## config.mk

```make
export PLATFORM = sky130hd
export DESIGN_NAME = icache_tag_ram_ctrl_flat
export DESIGN_NICKNAME = d
export VERILOG_FILES = /design/src/rtl/icache_tag_ram_ctrl_pkg.sv /design/src/rtl/icache_tag_ram_ctrl_if.sv /design/src/rtl/icache_tag_ram_ctrl.sv /design/src/flat_wrapper.sv
export SDC_FILE = /design/constraint.sdc
export NUM_CORES = 1
export LEC_CHECK = 0
export BUFFER_PORTS_ARGS = -buffer_cell sky130_fd_sc_hd__buf_2
export CAP_MARGIN = 20
export CELL_PAD_IN_SITES_DETAIL_PLACEMENT = 2
export CELL_PAD_IN_SITES_GLOBAL_PLACEMENT = 2
export CORE_MARGIN = 5
export CORE_UTILIZATION = 19
export CTS_CLUSTER_DIAMETER = 150
export DETAILED_ROUTE_END_ITERATION = 6
export HOLD_SLACK_MARGIN = 0.05
export PLACE_DENSITY_LB_ADDON = 0.1
export SETUP_SLACK_MARGIN = 0.2
export SLEW_MARGIN = 20
export SYNTH_ARGS = -nofsm -noshare
export SYNTH_HDL_FRONTEND = slang
export SYNTH_SLANG_ARGS = --single-unit
```

## constraint.sdc

```tcl
create_clock -name clk -period 1.7 [get_ports clk]
set_input_delay 0.085 -clock clk [delete_from_list [all_inputs] [get_ports clk]]
set_output_delay 0.085 -clock clk [all_outputs]
set_load 0.05 [all_outputs]
```

## src/rtl/icache_tag_ram_ctrl_pkg.sv

```systemverilog
// Shared types and constants for the L1.5 icache tag RAM controller.
package icache_tag_ctrl_pkg;

   localparam int unsigned TAG_DATA_WIDTH = 7;
   localparam int unsigned TAG_ADDR_WIDTH = 6;
   // The top bit of a tag entry is its valid flag; zero data means invalid.
   localparam int unsigned TAG_VALID_BIT  = TAG_DATA_WIDTH - 1;

   typedef enum logic [1:0] {
      IDLE  = 2'd0,
      FLUSH = 2'd1,
      DONE  = 2'd2
   } tag_state_e;

endpackage

```

## src/rtl/icache_tag_ram_ctrl_if.sv

```systemverilog
// Requester and tag-RAM port bundle of the icache tag RAM controller.
interface icache_tag_ram_ctrl_if
   import icache_tag_ctrl_pkg::*;
#(
   parameter int unsigned DATA_WIDTH = TAG_DATA_WIDTH,
   parameter int unsigned ADDR_WIDTH = TAG_ADDR_WIDTH
);
   logic                  lookup_req_i;
   logic [ADDR_WIDTH-1:0] lookup_addr_i;
   logic                  lookup_gnt_o;
   logic                  lookup_rvalid_o;
   logic [DATA_WIDTH-1:0] lookup_rdata_o;
   logic                  refill_req_i;
   logic [ADDR_WIDTH-1:0] refill_addr_i;
   logic [DATA_WIDTH-1:0] refill_wdata_i;
   logic                  refill_gnt_o;
   logic                  flush_req_i;
   logic                  flush_ack_o;
   logic                  busy_o;
   logic                  ram_req_o;
   logic                  ram_we_o;
   logic [ADDR_WIDTH-1:0] ram_addr_o;
   logic [DATA_WIDTH-1:0] ram_wdata_o;
   logic [DATA_WIDTH-1:0] ram_rdata_i;

   // Controller view.
   modport slave (
      input  lookup_req_i, lookup_addr_i, refill_req_i, refill_addr_i,
             refill_wdata_i, flush_req_i, ram_rdata_i,
      output lookup_gnt_o, lookup_rvalid_o, lookup_rdata_o, refill_gnt_o,
             flush_ack_o, busy_o, ram_req_o, ram_we_o, ram_addr_o, ram_wdata_o
   );

   // Cache controller plus tag RAM view.
   modport master (
      output lookup_req_i, lookup_addr_i, refill_req_i, refill_addr_i,
             refill_wdata_i, flush_req_i, ram_rdata_i,
      input  lookup_gnt_o, lookup_rvalid_o, lookup_rdata_o, refill_gnt_o,
             flush_ack_o, busy_o, ram_req_o, ram_we_o, ram_addr_o, ram_wdata_o
   );

endinterface

```

## src/rtl/icache_tag_ram_ctrl.sv

```systemverilog
// Arbitrates lookup/refill/flush access to one single-port icache tag RAM bank.
// Define TAG_FLUSH_ON_RESET_EN to start a full invalidate sweep out of reset.
module icache_tag_ram_ctrl
   import icache_tag_ctrl_pkg::*;
#(
   parameter int unsigned DATA_WIDTH = TAG_DATA_WIDTH,
   parameter int unsigned ADDR_WIDTH = TAG_ADDR_WIDTH
) (
   input  logic                  clk,
   input  logic                  rst_n,
   icache_tag_ram_ctrl_if.slave  bus
);

   localparam int unsigned CNT_LAST = (1 << ADDR_WIDTH) - 1;

   tag_state_e            r_state;
   tag_state_e            w_state_nxt;
   logic [ADDR_WIDTH-1:0] r_cnt;
   logic [ADDR_WIDTH-1:0] w_cnt_nxt;
   logic                  r_rvalid;

   logic                  w_lookup_gnt;
   logic                  w_refill_gnt;
   logic                  w_ram_req;
   logic                  w_ram_we;
   logic [ADDR_WIDTH-1:0] w_ram_addr;
   logic [DATA_WIDTH-1:0] w_ram_wdata;
   logic                  w_busy;
   logic                  w_ack;

   // State, sweep counter and lookup read-valid registers.
   always_ff @(posedge clk or negedge rst_n) begin
      if (!rst_n) begin
`ifdef TAG_FLUSH_ON_RESET_EN
         r_state  <= FLUSH;
`else
         r_state  <= IDLE;
`endif
         r_cnt    <= '0;
         r_rvalid <= 1'b0;
      end else begin
         r_state  <= w_state_nxt;
         r_cnt    <= w_cnt_nxt;
         r_rvalid <= w_lookup_gnt;
      end
   end

   // Next state, fixed-priority arbitration and RAM port drive.
   always_comb begin
      w_state_nxt  = r_state;
      w_cnt_nxt    = r_cnt;
      w_lookup_gnt = 1'b0;
      w_refill_gnt = 1'b0;
      w_ram_req    = 1'b0;
      w_ram_we     = 1'b0;
      w_ram_addr   = '0;
      w_ram_wdata  = '0;
      w_busy       = 1'b0;
      w_ack        = 1'b0;

      case (r_state)
         FLUSH: begin
            w_busy      = 1'b1;
            w_ram_req   = 1'b1;
            w_ram_we    = 1'b1;
            w_ram_addr  = r_cnt;
            w_ram_wdata = DATA_WIDTH'(0);
            w_cnt_nxt   = r_cnt + ADDR_WIDTH'(1);
            if (r_cnt == ADDR_WIDTH'(CNT_LAST)) begin
               w_state_nxt = DONE;
            end
         end
         default: begin
            if (bus.refill_req_i) begin
               w_refill_gnt = 1'b1;
               w_ram_req    = 1'b1;
               w_ram_we     = 1'b1;
               w_ram_addr   = bus.refill_addr_i;
               w_ram_wdata  = bus.refill_wdata_i;
            end else if (bus.lookup_req_i) begin
               w_lookup_gnt = 1'b1;
               w_ram_req    = 1'b1;
               w_ram_addr   = bus.lookup_addr_i;
            end
            // A flush request in the ack cycle is dropped, not queued.
            if (r_state == DONE) begin
               w_ack       = 1'b1;
               w_state_nxt = IDLE;
            end else if (bus.flush_req_i) begin
               w_state_nxt = FLUSH;
               w_cnt_nxt   = '0;
            end
         end
      endcase
   end

   assign bus.lookup_gnt_o    = w_lookup_gnt;
   assign bus.refill_gnt_o    = w_refill_gnt;
   assign bus.lookup_rvalid_o = r_rvalid;
   assign bus.lookup_rdata_o  = bus.ram_rdata_i;
   assign bus.flush_ack_o     = w_ack;
   assign bus.busy_o          = w_busy;
   assign bus.ram_req_o       = w_ram_req;
   assign bus.ram_we_o        = w_ram_we;
   assign bus.ram_addr_o      = w_ram_addr;
   assign bus.ram_wdata_o     = w_ram_wdata;

endmodule

```

## src/flat_wrapper.sv

```systemverilog
// flat-port wrapper written by rule: the top's interface ports become plain ports
module icache_tag_ram_ctrl_flat import icache_tag_ctrl_pkg::*;
#(
   parameter int unsigned DATA_WIDTH = TAG_DATA_WIDTH,
   parameter int unsigned ADDR_WIDTH = TAG_ADDR_WIDTH
)
  (clk, rst_n, bus_lookup_req_i, bus_lookup_addr_i, bus_refill_req_i, bus_refill_addr_i, bus_refill_wdata_i, bus_flush_req_i, bus_ram_rdata_i, bus_lookup_gnt_o, bus_lookup_rvalid_o, bus_lookup_rdata_o, bus_refill_gnt_o, bus_flush_ack_o, bus_busy_o, bus_ram_req_o, bus_ram_we_o, bus_ram_addr_o, bus_ram_wdata_o);
  icache_tag_ram_ctrl_if #(.DATA_WIDTH(DATA_WIDTH), .ADDR_WIDTH(ADDR_WIDTH)) bus_i ();
  input  logic clk;
  input  logic rst_n;
  input wire logic [$bits(bus_i.lookup_req_i)-1:0] bus_lookup_req_i;
  input wire logic [$bits(bus_i.lookup_addr_i)-1:0] bus_lookup_addr_i;
  input wire logic [$bits(bus_i.refill_req_i)-1:0] bus_refill_req_i;
  input wire logic [$bits(bus_i.refill_addr_i)-1:0] bus_refill_addr_i;
  input wire logic [$bits(bus_i.refill_wdata_i)-1:0] bus_refill_wdata_i;
  input wire logic [$bits(bus_i.flush_req_i)-1:0] bus_flush_req_i;
  input wire logic [$bits(bus_i.ram_rdata_i)-1:0] bus_ram_rdata_i;
  output wire logic [$bits(bus_i.lookup_gnt_o)-1:0] bus_lookup_gnt_o;
  output wire logic [$bits(bus_i.lookup_rvalid_o)-1:0] bus_lookup_rvalid_o;
  output wire logic [$bits(bus_i.lookup_rdata_o)-1:0] bus_lookup_rdata_o;
  output wire logic [$bits(bus_i.refill_gnt_o)-1:0] bus_refill_gnt_o;
  output wire logic [$bits(bus_i.flush_ack_o)-1:0] bus_flush_ack_o;
  output wire logic [$bits(bus_i.busy_o)-1:0] bus_busy_o;
  output wire logic [$bits(bus_i.ram_req_o)-1:0] bus_ram_req_o;
  output wire logic [$bits(bus_i.ram_we_o)-1:0] bus_ram_we_o;
  output wire logic [$bits(bus_i.ram_addr_o)-1:0] bus_ram_addr_o;
  output wire logic [$bits(bus_i.ram_wdata_o)-1:0] bus_ram_wdata_o;
  assign bus_i.lookup_req_i = bus_lookup_req_i;
  assign bus_i.lookup_addr_i = bus_lookup_addr_i;
  assign bus_i.refill_req_i = bus_refill_req_i;
  assign bus_i.refill_addr_i = bus_refill_addr_i;
  assign bus_i.refill_wdata_i = bus_refill_wdata_i;
  assign bus_i.flush_req_i = bus_flush_req_i;
  assign bus_i.ram_rdata_i = bus_ram_rdata_i;
  assign bus_lookup_gnt_o = bus_i.lookup_gnt_o;
  assign bus_lookup_rvalid_o = bus_i.lookup_rvalid_o;
  assign bus_lookup_rdata_o = bus_i.lookup_rdata_o;
  assign bus_refill_gnt_o = bus_i.refill_gnt_o;
  assign bus_flush_ack_o = bus_i.flush_ack_o;
  assign bus_busy_o = bus_i.busy_o;
  assign bus_ram_req_o = bus_i.ram_req_o;
  assign bus_ram_we_o = bus_i.ram_we_o;
  assign bus_ram_addr_o = bus_i.ram_addr_o;
  assign bus_ram_wdata_o = bus_i.ram_wdata_o;
  icache_tag_ram_ctrl #(.DATA_WIDTH(DATA_WIDTH), .ADDR_WIDTH(ADDR_WIDTH)) u_core (.clk(clk), .rst_n(rst_n), .bus(bus_i));
endmodule
```

Word-level counts from Yosys, hierarchy flattened

Cells that the tools add are included.

Bits in registers: 9
Input bits: 31
Output and inout port bits: 27
Logic and storage cells: 36

$add $sub $neg: 1
Eq/ne operators: 5
Mux-type cells: 23
Reductions and logical operators: 4

Operators with widths:

| cell                                                  | number |
|---|---|
| 2-to-1 mux 6 bit                                      | 6 |
| 2-to-1 mux 7 bit                                      | 2 |
| 2-to-1 mux 1 bit                                      | 11 |
| 2-to-1 mux 2 bit                                      | 4 |
| adder 6 x 1 -> 6 bit, second input constant           | 1 |
| == test 6 bit, second input constant                  | 1 |
| AND reduction 2 bit                                   | 2 |
| nonzero test 3 bit                                    | 1 |
| == test 2 x 1 -> 1 bit, second input constant         | 1 |
| == test 2 bit, second input constant                  | 1 |
| inequality test 2 x 1 -> 1 bit, second input constant | 1 |
| inequality test 2 bit, second input constant          | 1 |
| nonzero test 2 bit                                    | 1 |

Logic depth before layout (Yosys ltp)

Gate-level depths: netlist (run 1).

Depth after elaboration: 3
Mapped depth: 6

Worst setup path after synthesis (run 1)

Ideal clock, no wire load.

Path kind: register to output
Start point: register u_core.r_state[1]
End point: output port bus_ram_wdata_o[0]
Arrival: 2.445 ns
Data required time: 1.615 ns
Slack: -0.830 ns
Cell stages (with the launch flop): 6
Path buffers: 1
Path through: dfrtp_1 inv_1 ha_1 buf_4 nor2b_1 and2_1

Longest elaborated chain between the ends: 2

RTL lines:

| item                     | RTL line                  | RTL |
|---|---|---|
| start: declaration       | icache_tag_ram_ctrl.sv:16 | `tag_state_e r_state;` |
| start signal: assignment | icache_tag_ram_ctrl.sv:42 | `r_state <= w_state_nxt;` |
| == test 2 x 1 -> 1 bit   | icache_tag_ram_ctrl.sv:61 | `case (r_state)` |
| 2-to-1 mux 7 bit         | icache_tag_ram_ctrl.sv:61 |  |
| end: declaration         | flat_wrapper.sv:27        | `output wire logic [$bits(bus_i.ram_wdata_o)-1:0] bus_ram_wdata_o;` |

No other way between the ends.

Final worst setup path (run 1)

Start point: register u_core.r_state[0]
End point: output port bus_lookup_gnt_o

Longest elaborated chain between the ends: 2

RTL lines:

| item                   | RTL line                  | RTL |
|---|---|---|
| == test 2 x 1 -> 1 bit | icache_tag_ram_ctrl.sv:61 |  |
| 2-to-1 mux 1 bit       | icache_tag_ram_ctrl.sv:61 |  |
| end: declaration       | flat_wrapper.sv:18        | `output wire logic [$bits(bus_i.lookup_gnt_o)-1:0] bus_lookup_gnt_o;` |

No other way between the ends.

==> flow_metrics.env, run 1 <==
export IMPL_outcome="complete, no violations"
export IMPL_ys_top_cells_by_count="nand2_1, dfrtp_1, buf_4, o21ai_0, and2_1"
export IMPL_grt_pass1_wl_um=4629
export IMPL_fin_nets=169
export IMPL_cts_sinks=9
export IMPL_via_per_inst=4.536
export IMPL_dpl_hpwl_um=2237
export IMPL_setup_violations=0
export IMPL_slew_headroom_pct=72.72
export IMPL_clock_skew_ns=0.003212
export IMPL_internal_power_w=0.001069
export IMPL_yosysSeqAreaShare_pct=30.51
export IMPL_clockBufferDepth=2
export IMPL_fmax_ghz=0.6393
export IMPL_slew_viol_final=0
export IMPL_hold_path_class="primary input to output port"
export IMPL_layout_drive_gt1_share_pct=68.42
export IMPL_area_delta_synth_final_pct=86.10
export IMPL_fin_crit_ns=1.564
export IMPL_pwr_share_comb_pct=70.9
export IMPL_yosysTopAreaCellShare_pct=30.51
export IMPL_seqPwrFrac_pct=16.6
export IMPL_ys_ff_latch=9
export IMPL_drc=0
export IMPL_die_height_um=72.33
export IMPL_rsz0062_at_grt="true"
export IMPL_synth_fp_nets=120
export IMPL_final_hold_viol_count=0
export IMPL_dieArea_mm2=0.005232
export IMPL_first_pass_iters=4
export IMPL_power_density_mw_per_mm2=1524
export IMPL_clock_power_share_pct=12.5
export IMPL_route_antenna_remaining_nets=0
export IMPL_crit_fanout=3
export IMPL_finalCritPeriodShare_pct=92.01
export IMPL_htree_num_levels=1
export IMPL_io_pins=58
export IMPL_routedWlPerCell_um=15.19
export IMPL_p_leak_nw=0.6274
export IMPL_worstPathArrival_ns=1.48
export IMPL_worstPathRequired_ns=1.62
export IMPL_async_flop_share_pct=100.0
export IMPL_max_vdd_ir_drop_mv=0.4415
export IMPL_p_switching_w=0.001025
export IMPL_core_region_area_mm2=0.003716
export IMPL_clock_latency_ns=0.24
export IMPL_ys_types=28
export IMPL_clk_pin_slew_ns=0.05
export IMPL_vias=821
export IMPL_finalPower_w=0.002094
export IMPL_groute_usage_overall_pct=11.50
export IMPL_synthTopCellsByArea="dfrtp_1, buf_4, ha_1"
export IMPL_antenna_cells=0
export IMPL_maxCapViolCount=0
export IMPL_yosysWarnings=0
export IMPL_drt_iter0_markers=16
export IMPL_initial_core_util_pct=19.87
export IMPL_root_buffer="clkbuf_8"
export IMPL_synth_area_um2=738.2
export IMPL_grt_max_degree=14
export IMPL_power_switching_share_pct=48.94
export IMPL_synth_ff_type="dfrtp_1"
export IMPL_synth_most_common_cell="nand2_1"
export IMPL_die_width_um=72.33
export IMPL_synth_enable_flop_cells=0
export IMPL_synth_top_area_cell="dfrtp_1"
export IMPL_path_class="flip-flop to output port"
export IMPL_fillers=429
export IMPL_row_count=22
export IMPL_worst_pin_slew_ns=0.4084
export IMPL_finalSetupTns_ns=0
export IMPL_grt_pass1_vias=961
export IMPL_place_congestion=0.7943
export IMPL_antenna_found_initial=0
export IMPL_cts_made_buffers=3
export IMPL_grt_ovfl_total=0
export IMPL_port_buffers=43
export IMPL_avgSynthCellArea_um2=8.685
export IMPL_tritoncts="done"
export IMPL_critPathLaunchType="flip-flop"
export IMPL_wl_um=2750
export IMPL_synthCells=85
export IMPL_crit_path_end_kind="output port"
-- per-layer routing --
metal	track usage [%]	vias up	share of wire, %
met5	0	-	0
met4	6.889	0	2.6
met3	3.047	5	7.5
met1	12.10	397	36
li1	-	383	-
met2	20.32	36	54
-- flip-flops by register name, summed over array words and instances (netlist names) --
name                        count
u_core.bus.lookup_rvalid_o      1
u_core.r_cnt                    6
u_core.r_state                  2
-- layout by cell type (no fill, tap or decap), drive strengths merged --
cell	synthesis	routed
ha	4	4
nand2	12	12
mux2i	1	1
o21bai	2	2
or3	1	1
clkbuf	1	5
a22oi	6	6
o21ai	8	8
dfrtp	9	9
mux2	3	3
nand3	2	2
or4	1	1
a22o	3	3
nor2b	2	2
o211ai	1	1
and2	7	7
inv	4	4
dlygate4sd3	0	1
or2	1	1
o31ai	2	2
buf	9	52
nor2	4	4
nand2b	2	2
-- worst paths after layout --
check,from,to,slack (ns),cells after the start
max,u_core.r_state[0],bus_lookup_gnt_o,0.14,5
min,bus_ram_rdata_i[1],bus_lookup_rdata_o[1],0.17,0
max reg2reg,u_core.r_state[1],u_core.r_state[0],0.15,6
min reg2reg,u_core.r_cnt[5],u_core.r_cnt[5],0.55,2
max in group asynchronous,rst_n,u_core.r_state[0],1.27,2
min in group asynchronous,rst_n,u_core.r_cnt[2],0.23,2
-- per-stage QoR --
stage               util, %  setup slack, ns  instances  hold WS (ns)  cell area [um2]
finish                36.97           0.1357        181        0.1700             1374
global route          36.97          0.06369        181        0.1701             1374
CTS                   36.46           0.1302        181        0.1703             1355
detailed placement    29.02          0.09691        170      -0.03193             1079
global placement      29.02           0.1249        170      -0.03857             1079
floorplan                 -          0.09169         85       -0.2106            849.6
-- power by group through the flow --
stage               Clock (W)  Sequential (W)  Combinational, W
floorplan                   0        0.000346          0.000951
global placement            0        0.000353           0.00111
detailed placement          0        0.000352           0.00114
CTS                  0.000274        0.000351           0.00149
global route         0.000284        0.000360           0.00159
finish               0.000261        0.000347           0.00149
-- what timing repair did --
item,4_1_cts,5_1_grt
hold buffers,1,0
endpoints found under the hold margin,9,0
cloned,0,0
endpoints found under the setup margin,17,20
gates resized for setup,47,7
pin swaps,5,0
buffers inserted,6,0
-- critical path, cell delays in order (launching register included) --
cell and delay [ns]:
dfrtp_1 0.41, ha_4 0.19, buf_12 0.13, or2_4 0.24, nor2_4 0.11, buf_8 0.15
-- cell families (layout without fill, tap and decap cells) --
kind of cell | count (synthesis) | after routing | synth area share, %
AO/OA/AOI/OAI | 22 | 22 | 22.03
adder cells (fa/ha/maj) | 4 | 4 | 6.780
buffers and inverters | 14 | 62 | 11.35
flip-flops | 9 | 9 | 30.51
multiplexers | 4 | 4 | 5.932
AND/OR/NAND/NOR | 32 | 32 | 23.39
-- layout make-up --
| type | count | area [um2] | share of cell area (%) |
|---|---|---|---|
| tap | 48 | 60.06 | 4.372 |
| multi-input combinational | 62 | 578.1 | 42.08 |
| timing repair buffer | 54 | 450.4 | 32.79 |
| inverter | 4 | 15.01 | 1.093 |
| clock buffer | 4 | 45.04 | 3.279 |
| sequential | 9 | 225.2 | 16.39 |
Power figures use the tool's default switching activity.
==> run 2: changes to the inputs <==
==> constraint.sdc (replaced) <==
create_clock -name clk -period 1.7 [get_ports clk]
set_input_delay 0 -clock clk [delete_from_list [all_inputs] [get_ports clk]]
set_output_delay 0 -clock clk [all_outputs]
set_load 0.05 [all_outputs]
==> run 2 against run 1 <==
  * Global-route usage grew 0.58 points
  * Critical path type unchanged
  * Sequential cell count is the same
  * Die area unchanged
  * Worst setup slack better by 0.024 ns
  * First-iteration DRC count shrank 44%
  * Maximum frequency grew 1.6%
  * Wire length is 6.4% higher
==> flow_metrics.env, run 2 (synthesis gave the netlist of run 1 again) <==
export IMPL_outcome="complete, no violations"
export IMPL_fin_nets=182
export IMPL_crit_path_end_kind="output port"
export IMPL_r2r_cells=6
export IMPL_internal_power_w=0.001241
export IMPL_final_hold_viol_count=0
export IMPL_drt_iter0_markers=9
export IMPL_wl_um=2926
export IMPL_clock_latency_ns=0.23
export IMPL_groute_usage_overall_pct=12.07
export IMPL_slew_headroom_pct=65.96
export IMPL_fin_crit_ns=1.540
export IMPL_power_density_mw_per_mm2=1536
export IMPL_drc=0
export IMPL_path_class="flip-flop to output port"
export IMPL_die_height_um=72.33
export IMPL_clockBufferDepth=2
export IMPL_clk_pin_slew_ns=0.04
export IMPL_dpl_hpwl_um=2080
export IMPL_top_register="u_core.r_cnt"
export IMPL_seqPwrFrac_pct=15.4
export IMPL_hp_start="bus_lookup_req_i"
export IMPL_grt_pass1_wl_um=4905
export IMPL_first_pass_iters=4
export IMPL_clock_power_share_pct=10.6
export IMPL_grt_ovfl_total=0
export IMPL_route_antenna_remaining_nets=0
export IMPL_setup_slack_ns=0.1602
export IMPL_rsz0062_at_grt="true"
export IMPL_initial_core_util_pct=19.87
export IMPL_worst_pin_slew_ns=0.5090
export IMPL_max_vdd_ir_drop_mv=0.5468
export IMPL_root_buffer="clkbuf_8"
export IMPL_layout_commonest_cell="buf_2"
export IMPL_slew_viol_final=0
export IMPL_reg2reg_from="u_core.r_state[1]"
export IMPL_worstPathRequired_ns=1.70
export IMPL_io_pins=58
export IMPL_htree_num_levels=1
export IMPL_row_count=22
export IMPL_regToRegEndpoint="u_core.r_state[0]"
export IMPL_largest_reg_flops=6
export IMPL_core_region_area_mm2=0.003716
export IMPL_antenna_found_initial=0
export IMPL_via_per_inst=4.459
export IMPL_critPathLaunchType="flip-flop"
export IMPL_hold_path_class="primary input to flip-flop"
export IMPL_routedWlPerCell_um=15.08
export IMPL_place_congestion=0.7083
export IMPL_maxCapViolCount=0
export IMPL_final_util_pct=40.67
export IMPL_vias=865
export IMPL_cts_sinks=9
export IMPL_fmax_ghz=0.6494
export IMPL_p_leak_nw=0.6854
export IMPL_tritoncts="done"
export IMPL_grt_pass1_vias=1050
export IMPL_grt_max_degree=11
export IMPL_clock_skew_ns=0.004505
export IMPL_die_width_um=72.33
export IMPL_pwr_share_comb_pct=73.9
export IMPL_min_path_cells=3
export IMPL_layout_common_cells="buf_2, buf_4, nand2_1, dlygate4sd3_1, buf_8"
export IMPL_worstPathArrival_ns=1.54
export IMPL_port_buffers=43
export IMPL_whs_ns=0.05187
export IMPL_min_to="u_core.bus.lookup_rvalid_o"
export IMPL_finalCritPeriodShare_pct=90.58
export IMPL_finalPower_w=0.002322
export IMPL_place_ws_ns=0.1137
export IMPL_antenna_cells=0
export IMPL_area_delta_synth_final_pct=104.7
export IMPL_layout_drive_gt1_share_pct=67.81
export IMPL_setup_violations=0
export IMPL_cts_made_buffers=3
export IMPL_power_switching_share_pct=46.57
export IMPL_r2r_slack_ns=0.16
export IMPL_dieArea_mm2=0.005232
export IMPL_p_switching_w=0.001081
export IMPL_finalSetupTns_ns=0
export IMPL_crit_fanout=7
## run 2: changes by cell type in the layout (fill, tap and decap cells not counted), sizes merged
cell and change:
dlygate4sd3 +7, clkbuf +1, buf +5
## run 2: metrics by stage
stage / cells / area (um2)
floorplan: 85 / 860.8
global placement: 169 / 1095
detailed placement: 169 / 1095
CTS: 190 / 1473
global route: 194 / 1511
finish: 194 / 1511
## run 2: what timing repair did
action / CTS / global route
pin swaps: 7 / 6
setup buffers: 8 / 4
endpoints found under the setup margin: 19 / 20
hold buffers: 8 / 0
cloned: 1 / 0
hold endpoints to repair: 16 / 0
gates resized for setup: 42 / 9
## run 2: critical path, cell delays in order (launching register included)
cell     delay, ns
dfrtp_2       0.39
inv_2         0.06
ha_4          0.18
buf_12        0.14
or2_4         0.26
nor2_4        0.13
buf_8         0.15
## run 2: worst max path at each step
stage                      start                          to  slack, ns  cells past startpoint
2_1_floorplan  u_core.r_state[1]  u_core.bus.lookup_rvalid_o       0.10                      5
3_3_place_gp   u_core.r_state[0]             u_core.r_cnt[5]       0.15                      5
3_5_place_dp   u_core.r_state[0]             u_core.r_cnt[5]       0.11                      5
4_1_cts        u_core.r_state[0]          bus_ram_wdata_o[2]       0.14                      5
5_1_grt        u_core.r_state[1]          bus_ram_wdata_o[1]       0.09                      6
6_report       u_core.r_state[1]            bus_lookup_gnt_o       0.16                      6
## run 2: area by class of cell
cell class,instances,area [um2]
Tap cell,48,60.06
Multi-Input combinational cell,62,563.0
Sequential cell,9,230.2
Fill cell,412,2205
Timing Repair Buffer,67,598.1
Clock buffer,4,45.04
Inverter,4,15.01
## run 2: metal layers
layer  part of all wire, %  up-vias  GRT usage (%)
li1                      -      411              -
met2                    57       39          23.56
met5                     0        -              0
met1                    35      415          11.61
met4                     0        0          2.505
met3                   7.8        0          5.125
## run 2: power groups by stage
stage	combinational, W	clock [W]	sequential, W
after floorplan	0.000965	0	0.000348
after global placement	0.00118	0	0.000352
after detailed placement	0.00119	0	0.000354
after CTS	0.00169	0.000258	0.000355
after global routing	0.00184	0.000273	0.000373
final	0.00172	0.000247	0.000358
==> run 3: changes to the inputs <==
--- a/config.mk
+++ b/config.mk
@@ -11,6 +11,7 @@
 export CELL_PAD_IN_SITES_GLOBAL_PLACEMENT = 2
 export CORE_MARGIN = 5
 export CORE_UTILIZATION = 19
+export CTS_BUF_LIST = sky130_fd_sc_hd__clkbuf_16
 export CTS_CLUSTER_DIAMETER = 150
 export DETAILED_ROUTE_END_ITERATION = 6
 export HOLD_SLACK_MARGIN = 0.05
==> run 3 against run 2 <==
  * First-iteration DRC count unchanged
  * Clock skew down 0.0010 ns
  * Worst setup slack better by 0.019 ns
  * Clock-buffer cell count is 1 lower
  * Total power grew 9.3%
  * Die area stayed put
  * Clock power grew 69%
  * Final cell count up 0.52%
  * Highest routed layer is now met4
==> flow_metrics.env, run 3 (synthesis gave the netlist of run 1 again) <==
export IMPL_grt_pass1_wl_um=5050
export IMPL_antenna_cells=0
export IMPL_hold_path_class="primary input to flip-flop"
export IMPL_clock_latency_ns=0.24
export IMPL_drt_iter0_markers=9
export IMPL_finalSetupTns_ns=0
export IMPL_crit_path_end_kind="output port"
export IMPL_io_pins=58
export IMPL_crit_buf_inv=2
export IMPL_min_to="u_core.bus.lookup_rvalid_o"
export IMPL_instances_no_fill=195
export IMPL_grt_max_degree=11
export IMPL_critPathLaunchType="flip-flop"
export IMPL_crit_chain="ha_4 > buf_12 > or2_4 > nor2_4 > buf_8"
export IMPL_grt_pass1_vias=1066
export IMPL_clockBufferDepth=2
export IMPL_initial_core_util_pct=19.87
export IMPL_cpPeakStageDelay_ns=0.40
export IMPL_slew_headroom_pct=65.96
export IMPL_pwr_share_comb_pct=70.0
export IMPL_setup_violations=0
export IMPL_first_pass_iters=4
export IMPL_critical_path_top_delay_family="flip-flops"
export IMPL_reg2reg_from="u_core.r_state[1]"
export IMPL_die_height_um=72.33
export IMPL_seqPwrFrac_pct=13.6
export IMPL_via_per_inst=4.472
export IMPL_port_buffers=43
export IMPL_cts_made_buffers=3
export IMPL_dp_cells=169
export IMPL_routedWlPerCell_um=15.48
export IMPL_place_congestion=0.7083
export IMPL_finalCritPeriodShare_pct=89.48
export IMPL_clock_power_share_pct=16.4
export IMPL_clock_skew_ns=0.003487
export IMPL_area_delta_synth_final_pct=111.5
export IMPL_layout_common_cells="buf_2, buf_4, nand2_1"
export IMPL_cts_sinks=9
export IMPL_r2r_slack_ns=0.20
export IMPL_slew_viol_final=0
export IMPL_hp_start="bus_lookup_req_i"
export IMPL_fin_crit_ns=1.521
export IMPL_row_count=22
export IMPL_p_leak_nw=0.7105
export IMPL_route_antenna_remaining_nets=0
export IMPL_regToRegEndpoint="u_core.r_cnt[5]"
export IMPL_vias=872
export IMPL_cp_slowest_cell="dfrtp_1"
export IMPL_max_vdd_ir_drop_mv=0.5396
export IMPL_grt_ovfl_total=0
export IMPL_drc=0
export IMPL_min_path_cells=3
export IMPL_dpl_cell_area_mm2=0.001095
export IMPL_worstPathRequired_ns=1.70
export IMPL_wl_um=3019
export IMPL_whs_ns=0.04390
export IMPL_fin_nets=183
export IMPL_path_class="flip-flop to output port"
export IMPL_internal_power_w=0.001415
export IMPL_clk_pin_slew_ns=0.04
export IMPL_worst_pin_slew_ns=0.5090
export IMPL_groute_usage_overall_pct=12.64
export IMPL_p_switching_w=0.001124
export IMPL_largest_reg_flops=6
export IMPL_dpl_hpwl_um=2080
export IMPL_finalPower_w=0.002539
export IMPL_fin_area_mm2=0.001562
export IMPL_root_buffer="clkbuf_16"
export IMPL_fillers=411
export IMPL_dieArea_mm2=0.005232
export IMPL_htree_num_levels=1
export IMPL_final_hold_viol_count=0
export IMPL_power_density_mw_per_mm2=1626
export IMPL_core_region_area_mm2=0.003716
export IMPL_worstPathArrival_ns=1.52
export IMPL_fmax_ghz=0.6574
export IMPL_crit_fanout=7
export IMPL_layout_commonest_cell="buf_2"
export IMPL_top_register="u_core.r_cnt"
export IMPL_r2r_cells=7
export IMPL_rsz0062_at_grt="true"
export IMPL_layout_drive_gt1_share_pct=66.67
export IMPL_die_width_um=72.33
export IMPL_maxCapViolCount=0
export IMPL_outcome="complete, no violations"
export IMPL_antenna_found_initial=0
export IMPL_power_switching_share_pct=44.26
export IMPL_tritoncts="done"
-- run 3: cell count changes in the layout (fill, tap and decap cells not counted), sizes merged --
cell	change
clkbuf	-2
buf	+2
inv	+1
-- run 3: final cells by class --
cell class,count,area [um2],share of cell area (%)
Inverter,4,15.01,0.9615
Tap cell,48,60.06,3.846
Sequential cell,9,229.0,14.66
Clock inverter,1,3.754,0.2404
Clock buffer,3,75.07,4.808
Multi-Input combinational cell,62,578.1,37.02
Timing Repair Buffer,68,600.6,38.46
-- run 3: worst max-delay path by stage --
stage	end	slack, ns	from	depth (start not counted)
after CTS	bus_ram_wdata_o[2]	0.18	u_core.r_state[0]	5
final	bus_lookup_gnt_o	0.18	u_core.r_state[0]	5
after global placement	u_core.r_cnt[5]	0.15	u_core.r_state[0]	5
after global routing	bus_ram_wdata_o[1]	0.11	u_core.r_state[0]	5
after floorplan	u_core.bus.lookup_rvalid_o	0.10	u_core.r_state[1]	5
after detailed placement	u_core.r_cnt[5]	0.11	u_core.r_state[0]	5
-- run 3: metal layers --
layer	vias up	share of wire (%)	wire [um]	global-route usage, %
li1	411	-	-	-
met1	416	34	1028	11.51
met2	40	56	1692	24.77
met3	5	8.0	243	4.709
met4	0	1.8	54	5.010
met5	-	0	0	0
-- run 3: power groups by stage --
stage | clock (W) | sequential, W | combinational (W)
floorplan | 0 | 0.000348 | 0.000965
global placement | 0 | 0.000352 | 0.00118
detailed placement | 0 | 0.000354 | 0.00119
CTS | 0.000424 | 0.000349 | 0.00176
global route | 0.000442 | 0.000354 | 0.00190
finish | 0.000417 | 0.000345 | 0.00178
-- run 3: timing repair --
action | CTS | global route
gates cloned | 1 | 0
gates resized for setup | 45 | 3
hold buffers | 8 | 0
setup endpoints to repair | 19 | 20
buffers inserted | 12 | 1
pin swaps | 7 | 6
hold endpoints to repair | 16 | 0
-- run 3: metrics by stage --
stage | util [%] | setup WS (ns)
after floorplan | - | 0.1015
after global placement | 29.46 | 0.1497
after detailed placement | 29.46 | 0.1137
after CTS | 41.68 | 0.1805
after global routing | 42.02 | 0.1116
final | 42.02 | 0.1788
-- run 3: worst min-delay path, stage by stage --
cell	delay, ns
buf_2	0.11
inv_1	0.09
nor2_4	0.04
